===== src/rtl/ram_lsu_pkg.sv =====
// Shared encodings and helpers for the load/store unit and its byte-lane RAM port.
package ram_lsu_pkg;

    localparam int unsigned LANES                  = 4;
    localparam int unsigned WORD_WIDTH             = LANES * 8;
    localparam int unsigned DEFAULT_RAM_ADDR_WIDTH = 12;

    localparam logic [1:0] LSU_SIZE_B = 2'b00;
    localparam logic [1:0] LSU_SIZE_H = 2'b01;
    localparam logic [1:0] LSU_SIZE_W = 2'b10;

    localparam logic RD_ENABLE = 1'b1;

    // Reserved size 2'b11 behaves as a word.
    function automatic logic [LANES-1:0] size_mask(input logic [1:0] size);
        unique case (size)
            LSU_SIZE_B: size_mask = 4'b0001;
            LSU_SIZE_H: size_mask = 4'b0011;
            default:    size_mask = 4'b1111;
        endcase
    endfunction

endpackage


===== src/rtl/ram_lsu_if.sv =====
// Core request/response and RAM write/read port signals of the load/store unit.
interface ram_lsu_if
    import ram_lsu_pkg::*;
#(
    parameter int unsigned ADDR_WIDTH = 32,
    parameter int unsigned DATA_WIDTH = 32
);

    logic                  req_valid_i;
    logic                  req_ready_o;
    logic                  req_we_i;
    logic [1:0]            req_size_i;
    logic                  req_unsigned_i;
    logic [ADDR_WIDTH-1:0] req_addr_i;
    logic [DATA_WIDTH-1:0] req_wdata_i;
    logic                  rsp_valid_o;
    logic [DATA_WIDTH-1:0] rsp_rdata_o;
    logic [LANES-1:0]      ram_wr_en_o;
    logic [ADDR_WIDTH-1:0] ram_wr_addr_o;
    logic [DATA_WIDTH-1:0] ram_wr_data_o;
    logic                  ram_rd_en_o;
    logic [ADDR_WIDTH-1:0] ram_rd_addr_o;
    logic [DATA_WIDTH-1:0] ram_rd_data_i;

    // master: the load/store unit itself
    modport master (
        input  req_valid_i, req_we_i, req_size_i, req_unsigned_i, req_addr_i, req_wdata_i,
        input  ram_rd_data_i,
        output req_ready_o, rsp_valid_o, rsp_rdata_o,
        output ram_wr_en_o, ram_wr_addr_o, ram_wr_data_o, ram_rd_en_o, ram_rd_addr_o
    );

    // slave: core plus RAM environment
    modport slave (
        output req_valid_i, req_we_i, req_size_i, req_unsigned_i, req_addr_i, req_wdata_i,
        output ram_rd_data_i,
        input  req_ready_o, rsp_valid_o, rsp_rdata_o,
        input  ram_wr_en_o, ram_wr_addr_o, ram_wr_data_o, ram_rd_en_o, ram_rd_addr_o
    );

endinterface


===== src/rtl/lsu_align.sv =====
// Lane-mask generation, store data lane shift and load extract/extend.
module lsu_align
    import ram_lsu_pkg::*;
(
    input  logic [1:0]            size_i,
    input  logic                  zero_ext_i,
    input  logic [1:0]            offset_i,
    input  logic [WORD_WIDTH-1:0] st_data_i,
    input  logic [WORD_WIDTH-1:0] ld_lo_i,
    input  logic [WORD_WIDTH-1:0] ld_hi_i,
    output logic [2*LANES-1:0]    lane_mask_o,
    output logic [WORD_WIDTH-1:0] st_lo_o,
    output logic [WORD_WIDTH-1:0] st_hi_o,
    output logic [WORD_WIDTH-1:0] ld_data_o
);

    logic [4:0]            shamt;
    logic [WORD_WIDTH-1:0] ld_word;
    logic                  sign;

    assign shamt       = {offset_i, 3'b000};
    assign lane_mask_o = {4'b0000, size_mask(size_i)} << offset_i;
    assign {st_hi_o, st_lo_o} = {{WORD_WIDTH{1'b0}}, st_data_i} << shamt;
    assign ld_word     = WORD_WIDTH'({ld_hi_i, ld_lo_i} >> shamt);

    always_comb begin
        sign = 1'b0;
        unique case (size_i)
            LSU_SIZE_B: begin
                sign      = ~zero_ext_i & ld_word[7];
                ld_data_o = {{24{sign}}, ld_word[7:0]};
            end
            LSU_SIZE_H: begin
                sign      = ~zero_ext_i & ld_word[15];
                ld_data_o = {{16{sign}}, ld_word[15:0]};
            end
            default: ld_data_o = ld_word;
        endcase
    end

endmodule


===== src/rtl/ram_lsu.sv =====
// Load/store initiator for the byte-lane data RAM; splits word-crossing accesses in two.
module ram_lsu
    import ram_lsu_pkg::*;
#(
    parameter int unsigned ADDR_WIDTH     = 32,
    parameter int unsigned DATA_WIDTH     = 32,
    parameter int unsigned RAM_ADDR_WIDTH = DEFAULT_RAM_ADDR_WIDTH
) (
    input logic       clk,
    input logic       rst,
    ram_lsu_if.master bus
);

    typedef enum logic [2:0] {IDLE, ST_HI, LD_A, LD_B, LD_C} state_e;

    state_e                state_q, state_d;
    logic [LANES-1:0]      wr_en_q, wr_en_d;
    logic [ADDR_WIDTH-1:0] wr_addr_q, wr_addr_d;
    logic [DATA_WIDTH-1:0] wr_data_q, wr_data_d;
    logic                  rd_en_q, rd_en_d;
    logic [ADDR_WIDTH-1:0] rd_addr_q, rd_addr_d;
    logic                  rsp_valid_q, rsp_valid_d;
    logic [DATA_WIDTH-1:0] rsp_rdata_q, rsp_rdata_d;
    logic [1:0]            off_q, off_d;
    logic [1:0]            size_q, size_d;
    logic                  zext_q, zext_d;
    logic                  split_q, split_d;
    logic [ADDR_WIDTH-1:0] hi_addr_q, hi_addr_d;
    logic [DATA_WIDTH-1:0] st_hi_q, st_hi_d;
    logic [LANES-1:0]      mask_hi_q, mask_hi_d;
    logic [DATA_WIDTH-1:0] lo_q, lo_d;

    logic [ADDR_WIDTH-1:0] req_lo_addr, req_hi_addr;
    logic [2*LANES-1:0]    lane_mask;
    logic [DATA_WIDTH-1:0] st_lo, st_hi, ld_data;
    logic                  in_idle;

    assign in_idle     = (state_q == IDLE);
    assign req_lo_addr = {bus.req_addr_i[ADDR_WIDTH-1:2], 2'b00};

    // The high word wraps inside the RAM-decoded field; upper bits pass through.
    always_comb begin
        req_hi_addr = req_lo_addr;
        req_hi_addr[RAM_ADDR_WIDTH-1:0] = req_lo_addr[RAM_ADDR_WIDTH-1:0] + RAM_ADDR_WIDTH'(4);
    end

    lsu_align u_align (
        .size_i      (in_idle ? bus.req_size_i : size_q),
        .zero_ext_i  (zext_q),
        .offset_i    (in_idle ? bus.req_addr_i[1:0] : off_q),
        .st_data_i   (bus.req_wdata_i),
        .ld_lo_i     (split_q ? lo_q : bus.ram_rd_data_i),
        .ld_hi_i     (bus.ram_rd_data_i),
        .lane_mask_o (lane_mask),
        .st_lo_o     (st_lo),
        .st_hi_o     (st_hi),
        .ld_data_o   (ld_data)
    );

    always_comb begin
        state_d     = state_q;
        wr_en_d     = '0;
        rd_en_d     = 1'b0;
        rsp_valid_d = 1'b0;
        wr_addr_d   = wr_addr_q;
        wr_data_d   = wr_data_q;
        rd_addr_d   = rd_addr_q;
        rsp_rdata_d = rsp_rdata_q;
        off_d       = off_q;
        size_d      = size_q;
        zext_d      = zext_q;
        split_d     = split_q;
        hi_addr_d   = hi_addr_q;
        st_hi_d     = st_hi_q;
        mask_hi_d   = mask_hi_q;
        lo_d        = lo_q;
        unique case (state_q)
            IDLE: begin
                if (bus.req_valid_i) begin
                    off_d     = bus.req_addr_i[1:0];
                    size_d    = bus.req_size_i;
                    zext_d    = bus.req_unsigned_i;
                    split_d   = |lane_mask[7:4];
                    hi_addr_d = req_hi_addr;
                    st_hi_d   = st_hi;
                    mask_hi_d = lane_mask[7:4];
                    if (bus.req_we_i) begin
                        wr_en_d   = lane_mask[3:0];
                        wr_addr_d = req_lo_addr;
                        wr_data_d = st_lo;
                        if (|lane_mask[7:4]) begin
                            state_d = ST_HI;
                        end else begin
                            rsp_valid_d = 1'b1;
                            rsp_rdata_d = '0;
                        end
                    end else begin
                        rd_en_d   = RD_ENABLE;
                        rd_addr_d = req_lo_addr;
                        state_d   = LD_A;
                    end
                end
            end
            ST_HI: begin
                wr_en_d     = mask_hi_q;
                wr_addr_d   = hi_addr_q;
                wr_data_d   = st_hi_q;
                rsp_valid_d = 1'b1;
                rsp_rdata_d = '0;
                state_d     = IDLE;
            end
            LD_A: begin
                if (split_q) begin
                    rd_en_d   = RD_ENABLE;
                    rd_addr_d = hi_addr_q;
                    state_d   = LD_B;
                end else begin
                    state_d = LD_C;
                end
            end
            LD_B: begin
                lo_d    = bus.ram_rd_data_i;
                state_d = LD_C;
            end
            LD_C: begin
                rsp_valid_d = 1'b1;
                rsp_rdata_d = ld_data;
                state_d     = IDLE;
            end
            default: state_d = IDLE;
        endcase
    end

    always_ff @(posedge clk or posedge rst) begin
        if (rst) begin
            state_q     <= IDLE;
            wr_en_q     <= '0;
            wr_addr_q   <= '0;
            wr_data_q   <= '0;
            rd_en_q     <= 1'b0;
            rd_addr_q   <= '0;
            rsp_valid_q <= 1'b0;
            rsp_rdata_q <= '0;
            off_q       <= '0;
            size_q      <= '0;
            zext_q      <= 1'b0;
            split_q     <= 1'b0;
            hi_addr_q   <= '0;
            st_hi_q     <= '0;
            mask_hi_q   <= '0;
            lo_q        <= '0;
        end else begin
            state_q     <= state_d;
            wr_en_q     <= wr_en_d;
            wr_addr_q   <= wr_addr_d;
            wr_data_q   <= wr_data_d;
            rd_en_q     <= rd_en_d;
            rd_addr_q   <= rd_addr_d;
            rsp_valid_q <= rsp_valid_d;
            rsp_rdata_q <= rsp_rdata_d;
            off_q       <= off_d;
            size_q      <= size_d;
            zext_q      <= zext_d;
            split_q     <= split_d;
            hi_addr_q   <= hi_addr_d;
            st_hi_q     <= st_hi_d;
            mask_hi_q   <= mask_hi_d;
            lo_q        <= lo_d;
        end
    end

    assign bus.req_ready_o   = in_idle;
    assign bus.rsp_valid_o   = rsp_valid_q;
    assign bus.rsp_rdata_o   = rsp_rdata_q;
    assign bus.ram_wr_en_o   = wr_en_q;
    assign bus.ram_wr_addr_o = wr_addr_q;
    assign bus.ram_wr_data_o = wr_data_q;
    assign bus.ram_rd_en_o   = rd_en_q;
    assign bus.ram_rd_addr_o = rd_addr_q;

endmodule


===== src/flat_wrapper.sv =====
// flat-port wrapper written by rule: the top's interface ports become plain ports
module ram_lsu_flat import ram_lsu_pkg::*;
#(
    parameter int unsigned ADDR_WIDTH     = 32,
    parameter int unsigned DATA_WIDTH     = 32,
    parameter int unsigned RAM_ADDR_WIDTH = DEFAULT_RAM_ADDR_WIDTH
)
  (clk, rst, bus_req_valid_i, bus_req_we_i, bus_req_size_i, bus_req_unsigned_i, bus_req_addr_i, bus_req_wdata_i, bus_ram_rd_data_i, bus_req_ready_o, bus_rsp_valid_o, bus_rsp_rdata_o, bus_ram_wr_en_o, bus_ram_wr_addr_o, bus_ram_wr_data_o, bus_ram_rd_en_o, bus_ram_rd_addr_o);
  ram_lsu_if #(.ADDR_WIDTH(ADDR_WIDTH), .DATA_WIDTH(DATA_WIDTH)) bus_i ();
  input logic clk;
  input logic rst;
  input wire logic [$bits(bus_i.req_valid_i)-1:0] bus_req_valid_i;
  input wire logic [$bits(bus_i.req_we_i)-1:0] bus_req_we_i;
  input wire logic [$bits(bus_i.req_size_i)-1:0] bus_req_size_i;
  input wire logic [$bits(bus_i.req_unsigned_i)-1:0] bus_req_unsigned_i;
  input wire logic [$bits(bus_i.req_addr_i)-1:0] bus_req_addr_i;
  input wire logic [$bits(bus_i.req_wdata_i)-1:0] bus_req_wdata_i;
  input wire logic [$bits(bus_i.ram_rd_data_i)-1:0] bus_ram_rd_data_i;
  output wire logic [$bits(bus_i.req_ready_o)-1:0] bus_req_ready_o;
  output wire logic [$bits(bus_i.rsp_valid_o)-1:0] bus_rsp_valid_o;
  output wire logic [$bits(bus_i.rsp_rdata_o)-1:0] bus_rsp_rdata_o;
  output wire logic [$bits(bus_i.ram_wr_en_o)-1:0] bus_ram_wr_en_o;
  output wire logic [$bits(bus_i.ram_wr_addr_o)-1:0] bus_ram_wr_addr_o;
  output wire logic [$bits(bus_i.ram_wr_data_o)-1:0] bus_ram_wr_data_o;
  output wire logic [$bits(bus_i.ram_rd_en_o)-1:0] bus_ram_rd_en_o;
  output wire logic [$bits(bus_i.ram_rd_addr_o)-1:0] bus_ram_rd_addr_o;
  assign bus_i.req_valid_i = bus_req_valid_i;
  assign bus_i.req_we_i = bus_req_we_i;
  assign bus_i.req_size_i = bus_req_size_i;
  assign bus_i.req_unsigned_i = bus_req_unsigned_i;
  assign bus_i.req_addr_i = bus_req_addr_i;
  assign bus_i.req_wdata_i = bus_req_wdata_i;
  assign bus_i.ram_rd_data_i = bus_ram_rd_data_i;
  assign bus_req_ready_o = bus_i.req_ready_o;
  assign bus_rsp_valid_o = bus_i.rsp_valid_o;
  assign bus_rsp_rdata_o = bus_i.rsp_rdata_o;
  assign bus_ram_wr_en_o = bus_i.ram_wr_en_o;
  assign bus_ram_wr_addr_o = bus_i.ram_wr_addr_o;
  assign bus_ram_wr_data_o = bus_i.ram_wr_data_o;
  assign bus_ram_rd_en_o = bus_i.ram_rd_en_o;
  assign bus_ram_rd_addr_o = bus_i.ram_rd_addr_o;
  ram_lsu #(.ADDR_WIDTH(ADDR_WIDTH), .DATA_WIDTH(DATA_WIDTH), .RAM_ADDR_WIDTH(RAM_ADDR_WIDTH)) u_core (.clk(clk), .rst(rst), .bus(bus_i));
endmodule

===== config.mk =====
export PLATFORM = sky130hd
export DESIGN_NAME = ram_lsu_flat
export DESIGN_NICKNAME = d
export VERILOG_FILES = /design/src/rtl/ram_lsu_pkg.sv /design/src/rtl/ram_lsu_if.sv /design/src/rtl/lsu_align.sv /design/src/rtl/ram_lsu.sv /design/src/flat_wrapper.sv
export SDC_FILE = /design/constraint.sdc
export NUM_CORES = 1
export LEC_CHECK = 0
export CAP_MARGIN = 20
export CORE_ASPECT_RATIO = 0.75
export CORE_MARGIN = 3
export CORE_UTILIZATION = 47
export CTS_CLUSTER_SIZE = 10
export DETAILED_ROUTE_END_ITERATION = 10
export PLACE_DENSITY = 0.84
export SYNTH_ARGS = -nofsm -noshare
export SYNTH_HDL_FRONTEND = slang
export SYNTH_SLANG_ARGS = --single-unit

===== constraint.sdc =====
create_clock -name clk -period 7 [get_ports clk]
set_input_delay 1.05 -clock clk [delete_from_list [all_inputs] [get_ports clk]]
set_output_delay 1.05 -clock clk [all_outputs]
set_load 0.02 [all_outputs]

* After elaboration in Yosys (flattened, before gate mapping)
Index checks and enable logic that the tools add are counted.
Word-level totals: flip-flop bits (word level) 243, input bits 103
Cells by class: add/sub/neg operators 1, eq/ne operators 11, shifts and indexed selects 3, mux-type cells 35, bitwise logic cells 3, reduce and logical (&&, ||, !) cells 12
Operators by type and width (number):
- 32-bit two-way mux | 11
- 32-bit case mux with 2 select lines | 4
- 32-bit case mux with 3 select lines | 1
- 32-bit by 5-bit left shift with 64-bit output | 1
- 64-bit by 5-bit right shift with 32-bit output | 1
- 4-bit case mux with 2 select lines | 2
- 12-bit by 3-bit adder with 12-bit output, second input constant | 1
- 3-bit two-way mux | 4
- 3-bit case mux with 3 select lines | 1
- 4-bit two-way mux | 2
- 2-bit inequality test, second input constant | 4
- 4-bit AND reduction | 2
- 4-bit by 2-bit left shift with 8-bit output | 1
- 3-bit by 2-bit == test with 1-bit output, second input constant | 2
- 1-bit two-way mux | 6
- 2-bit two-way mux | 2
- 1-bit case mux with 2 select lines | 2
- 2-bit AND reduction | 2
- 2-bit nonzero test | 2
- 4-bit OR reduction | 1
- 3-bit by 1-bit == test with 1-bit output, second input constant | 1
- 3-bit == test, second input constant | 1
- 3-bit zero test | 1
- 3-bit inequality test, second input constant | 1
- other kinds (8) | 9

* Logic depth before layout (Yosys ltp)
word-level depth 10, depth in mapped cells 10

* Cells and area by module
From an unflattened synthesis, not the netlist that was laid out.
Second synthesis, totals: cells, all modules 1207, area total of the unflattened synthesis 12400.6 um2
By module, submodules not included:
- ram_lsu | times used 1, cells an instance 965, area each 10362.4 um2, sequential area each 5930.7 um2
- lsu_align | times used 1, cells an instance 242, area each 2038.2 um2, sequential area each 0.0 um2

* Least setup slack after synthesis
Ideal clock, no wire load.
path type input to register, from input port bus_req_addr_i[1], to register u_core.st_hi_q[0], data arrival time 2483 ps, data required time 6874 ps, path slack 4391 ps, stages 7, path through or4b_4 > buf_6 > nand2_2 > buf_4 > mux2_2 > a221oi_1 > nor2_1
Between the ends: longest elaborated chain between the ends 2
Ends and longest elaborated chain:
- start, declared | RTL line flat_wrapper.sv:16 | input wire logic [$bits(bus_i.req_addr_i)-1:0] bus_req_addr_i;
- 2-bit two-way mux | RTL line ram_lsu.sv:50 | .offset_i (in_idle ? bus.req_addr_i[1:0] : off_q),
- 32-bit by 5-bit left shift with 64-bit output | RTL line lsu_align.sv:23 | assign {st_hi_o, st_lo_o} = {{WORD_WIDTH{1'b0}}, st_data_i} << shamt;
- end signal, assigned | RTL line ram_lsu.sv:166 | st_hi_q <= st_hi_d;
- end, declared | RTL line ram_lsu.sv:29 | logic [DATA_WIDTH-1:0] st_hi_q, st_hi_d;
Every way passes these cells. A chain may end at the register's enable or synchronous reset.

* Worst setup path after layout
from input port bus_req_addr_i[0], to register u_core.rsp_rdata_q[29] (netlist: u_core.bus.rsp_rdata_o[29])
Between the ends: longest elaborated chain between the ends 5
Ends and longest elaborated chain:
- 2-bit two-way mux * | RTL line ram_lsu.sv:50
- 64-bit by 5-bit right shift with 32-bit output or 4-bit by 2-bit left shift with 8-bit output (tied branches) | RTL line lsu_align.sv:24, lsu_align.sv:22
- 1-bit bitwise AND, or another cell as far along | RTL line lsu_align.sv:34 | sign = ~zero_ext_i & ld_word[15];
- 32-bit case mux with 2 select lines or 2-bit inequality test (tied branches)
- 32-bit case mux with 3 select lines or 4-bit AND reduction (tied branches)
- end signal, assigned | RTL line ram_lsu.sv:160 | rsp_rdata_q <= rsp_rdata_d;
- end, declared | RTL line ram_lsu.sv:23 | logic [DATA_WIDTH-1:0] rsp_rdata_q, rsp_rdata_d;
Mark *: on every way between the ends. The rest lies on a longest branch, timed or not.

==> impl_metrics.env <==
export IMPL_place_ws_ns=2.62
export IMPL_grt_pass1_wl_mm=56.5
export IMPL_avgSynthCellArea_sq_um=9.84
export IMPL_fillers=1941
export IMPL_cts_tree="built"
export IMPL_relSlewSlack_pct=21.6
export IMPL_drt_iter0_drc=1122
export IMPL_cts_max_path_buffers=3
export IMPL_drv_cap=0
export IMPL_p_per_area_mw_per_mm2=547
export IMPL_ir_worst_vdd_mv=0.308
export IMPL_status="complete, no violations"
export IMPL_synth_seq_cells=228
export IMPL_hold_path_class="flip-flop to flip-flop"
export IMPL_cts_resized=0
export IMPL_clk_pin_slew_ns=0.06
export IMPL_dpl_hpwl_mm=23.5
export IMPL_dp_cells=1671
export IMPL_postCtsSetupBuffers=0
export IMPL_cp_max_fo=34
export IMPL_synthesis_instances=1186
export IMPL_antenna_cells=0
export IMPL_nets=1473
export IMPL_cts_sinks=228
export IMPL_final_setup_viol_count=0
export IMPL_syn_cell_area_sq_mm=0.0117
export IMPL_grt_pass1_vias=10100
export IMPL_critPathKind="primary input to flip-flop"
export IMPL_period_needed_ns=3.86
export IMPL_power_mw=8.10
export IMPL_drive_above_1_share_pct=10.8
export IMPL_postLayoutCoreUtil_pct=61.2
export IMPL_start_kind="primary input"
export IMPL_routed_via_count=10400
export IMPL_antenna_left=0
export IMPL_async_flop_share_pct=100
export IMPL_antenna_found_initial=2
export IMPL_die_w_um=188
export IMPL_yosys_warnings=0
export IMPL_rsz0062_at_grt="no"
export IMPL_end_kind="flip-flop"
export IMPL_tightest_slew_ns=1.17
export IMPL_grt_max_degree=187
export IMPL_die_h_um=142
export IMPL_synth_edf_count=0
export IMPL_io_pins=238
export IMPL_core_sq_mm=0.0242
export IMPL_drtPass1Iterations=5
export IMPL_finalHoldViolations=0
export IMPL_gp_congestion=0.902
export IMPL_ys_flop_type="dfrtp_1"
export IMPL_wire_per_inst_um=21.0
export IMPL_cp_arrival_ns=4.24
export IMPL_insertion_delay_ns=0.55
export IMPL_syn_to_final_growth_pct=26.9
export IMPL_worst_slack_ns=3.14
export IMPL_die_area_sq_mm=0.0268
export IMPL_initial_core_util_pct=48.2
export IMPL_drc=0
export IMPL_port_buffers=233
export IMPL_cp_required_ns=7.38
export IMPL_drv_slew=0
export IMPL_routed_via_density=6.08
export IMPL_instances_no_fill=1705
export IMPL_cts_root_buf="clkbuf_16"
export IMPL_yosysSeqAreaShare_pct=48.9
export IMPL_fmax_mhz=259
export IMPL_leakagePower_nw=6.41
export IMPL_setup_tns_final_ns=0
export IMPL_h_tree_depth=1
export IMPL_rows=49
export IMPL_grt_usage_pct=26.0
export IMPL_numCtsBuffers=27
export IMPL_ctsHoldBuffers=0
export IMPL_synth_cell_types=65
export IMPL_finalCritPeriodShare_pct=55.2
export IMPL_drt_total_wl_mm=35.9
export IMPL_final_setup_skew_ns=0.0320
export IMPL_gr_total_overflow=0
per-layer routing:
layer	GRT usage, %	vias to the layer above	share of wire [%]	routed length, um
li1	-	4577	-	-
met1	37.0	5146	43	15500
met2	39.1	552	44	15800
met3	6.52	88	9.4	3370
met4	8.41	4	3.2	1140
met5	0	-	0.064	23
worst paths after layout:
kind / startpoint / to / slack, ns / cells after the start
max reg2reg: u_core.state_q[2] / u_core.bus.ram_wr_data_o[20] / 3.30 / 6
min reg2reg: u_core.st_hi_q[10] / u_core.st_hi_q[10] / 0.49 / 2
min: u_core.st_hi_q[10] / u_core.st_hi_q[10] / 0.49 / 2
min in group asynchronous: rst / u_core.hi_addr_q[6] / 1.08 / 2
max: bus_req_addr_i[0] / u_core.bus.rsp_rdata_o[29] / 3.14 / 7
max in group asynchronous: rst / u_core.hi_addr_q[2] / 4.32 / 3
worst max-delay path, cell delays in order:
cell and delay (ns):
clkdlybuf4s50_1 0.53, or4b_4 0.65, nand2_2 0.45, buf_4 0.50, o21ai_1 0.22, a32oi_4 0.66, nand3_1 0.16
registers in the layout, indices dropped and copies added, names as in the netlist, 2 cells and up:
signal and flops:
u_core.bus.ram_wr_data_o 32, u_core.bus.rsp_rdata_o 32, u_core.lo_q 32, u_core.bus.ram_rd_addr_o 30, u_core.bus.ram_wr_addr_o 30, u_core.hi_addr_q 30
u_core.st_hi_q 24, u_core.bus.ram_wr_en_o 4, u_core.mask_hi_q 3, u_core.state_q 3, u_core.off_q 2, u_core.size_q 2
area by class of cell:
type | count | area [sq um] | area share [%]
clock inverter | 3 | 32.5 | 0.220
tap | 331 | 414 | 2.80
inverter | 4 | 20.0 | 0.135
clock buffer | 31 | 691 | 4.66
multi-input combinational | 860 | 5490 | 37.1
timing repair buffer | 248 | 2460 | 16.6
sequential | 228 | 5710 | 38.5
synth_stat cells, types with 10 or more instances:
cell / number / area, sq um
and2_1: 10 / 62.6
a31oi_1: 31 / 194
dfrtp_1: 228 / 5710
nand3_2: 10 / 100
nand2_1: 231 / 867
mux2_2: 61 / 687
nor2_1: 104 / 390
a32o_1: 10 / 100
mux2i_1: 76 / 761
o211ai_1: 22 / 165
o21ai_0: 67 / 335
buf_4: 19 / 143
a21oi_1: 44 / 220
a22o_1: 10 / 87.6
buf_2: 26 / 130
nand3_1: 32 / 160
clkbuf_1: 36 / 135
a221oi_1: 24 / 210
through the flow:
step / cell area (sq um) / hold WS [ns]
6_report: 14800 / 0.486
5_1_grt: 14800 / 0.514
4_1_cts: 14800 / 0.489
3_5_place_dp: 14100 / 0.475
3_3_place_gp: 14100 / 0.461
2_1_floorplan: 11700 / 0.446
cell usage in the layout (no fill, tap or decap), types with 3 or more instances in the layout:
cell type / n
clkdlybuf4s50_1: 233
nand2_1: 230
dfrtp_1: 228
nor2_1: 104
mux2i_1: 76
o21ai_0: 67
mux2_2: 61
a21oi_1: 44
nand3_1: 32
a31oi_1: 31
clkbuf_16: 27
a221oi_1: 24
o211ai_1: 22
buf_4: 14
a22o_1: 10
a32o_1: 10
nand3_2: 10
o21ai_1: 9
nor3_1: 9
and2_1: 9
a2bb2oi_1: 8
a211o_1: 8
o22ai_1: 7
o221ai_1: 7
a221o_1: 7
mux2_1: 6
o211a_1: 6
xnor2_1: 5
nand2_2: 4
or3_1: 4
conb_1: 4
clkbuf_1: 4
xor2_1: 3
power breakdown:
| group | switching [mW] | internal, mW | leakage (nW) |
|---|---|---|---|
| logic | 2.63 | 1.84 | 3.28 |
| clock network | 0.526 | 0.690 | 0.351 |
| registers | 0.449 | 1.95 | 2.77 |
logic make-up (layout without fill, tap and decap cells):
logic type | after synthesis | after routing | share of synthesized area, %
other cells | 1 | 4 | 0.0321
fa+ha+maj | 1 | 1 | 0.107
compound gates | 278 | 278 | 16.8
mux | 143 | 143 | 13.0
flops | 228 | 228 | 48.9
simple gates | 426 | 426 | 16.1
xor+xnor | 8 | 8 | 0.600
buf+inv | 101 | 286 | 4.54
No activity file was read; power rests on OpenSTA's default activity.
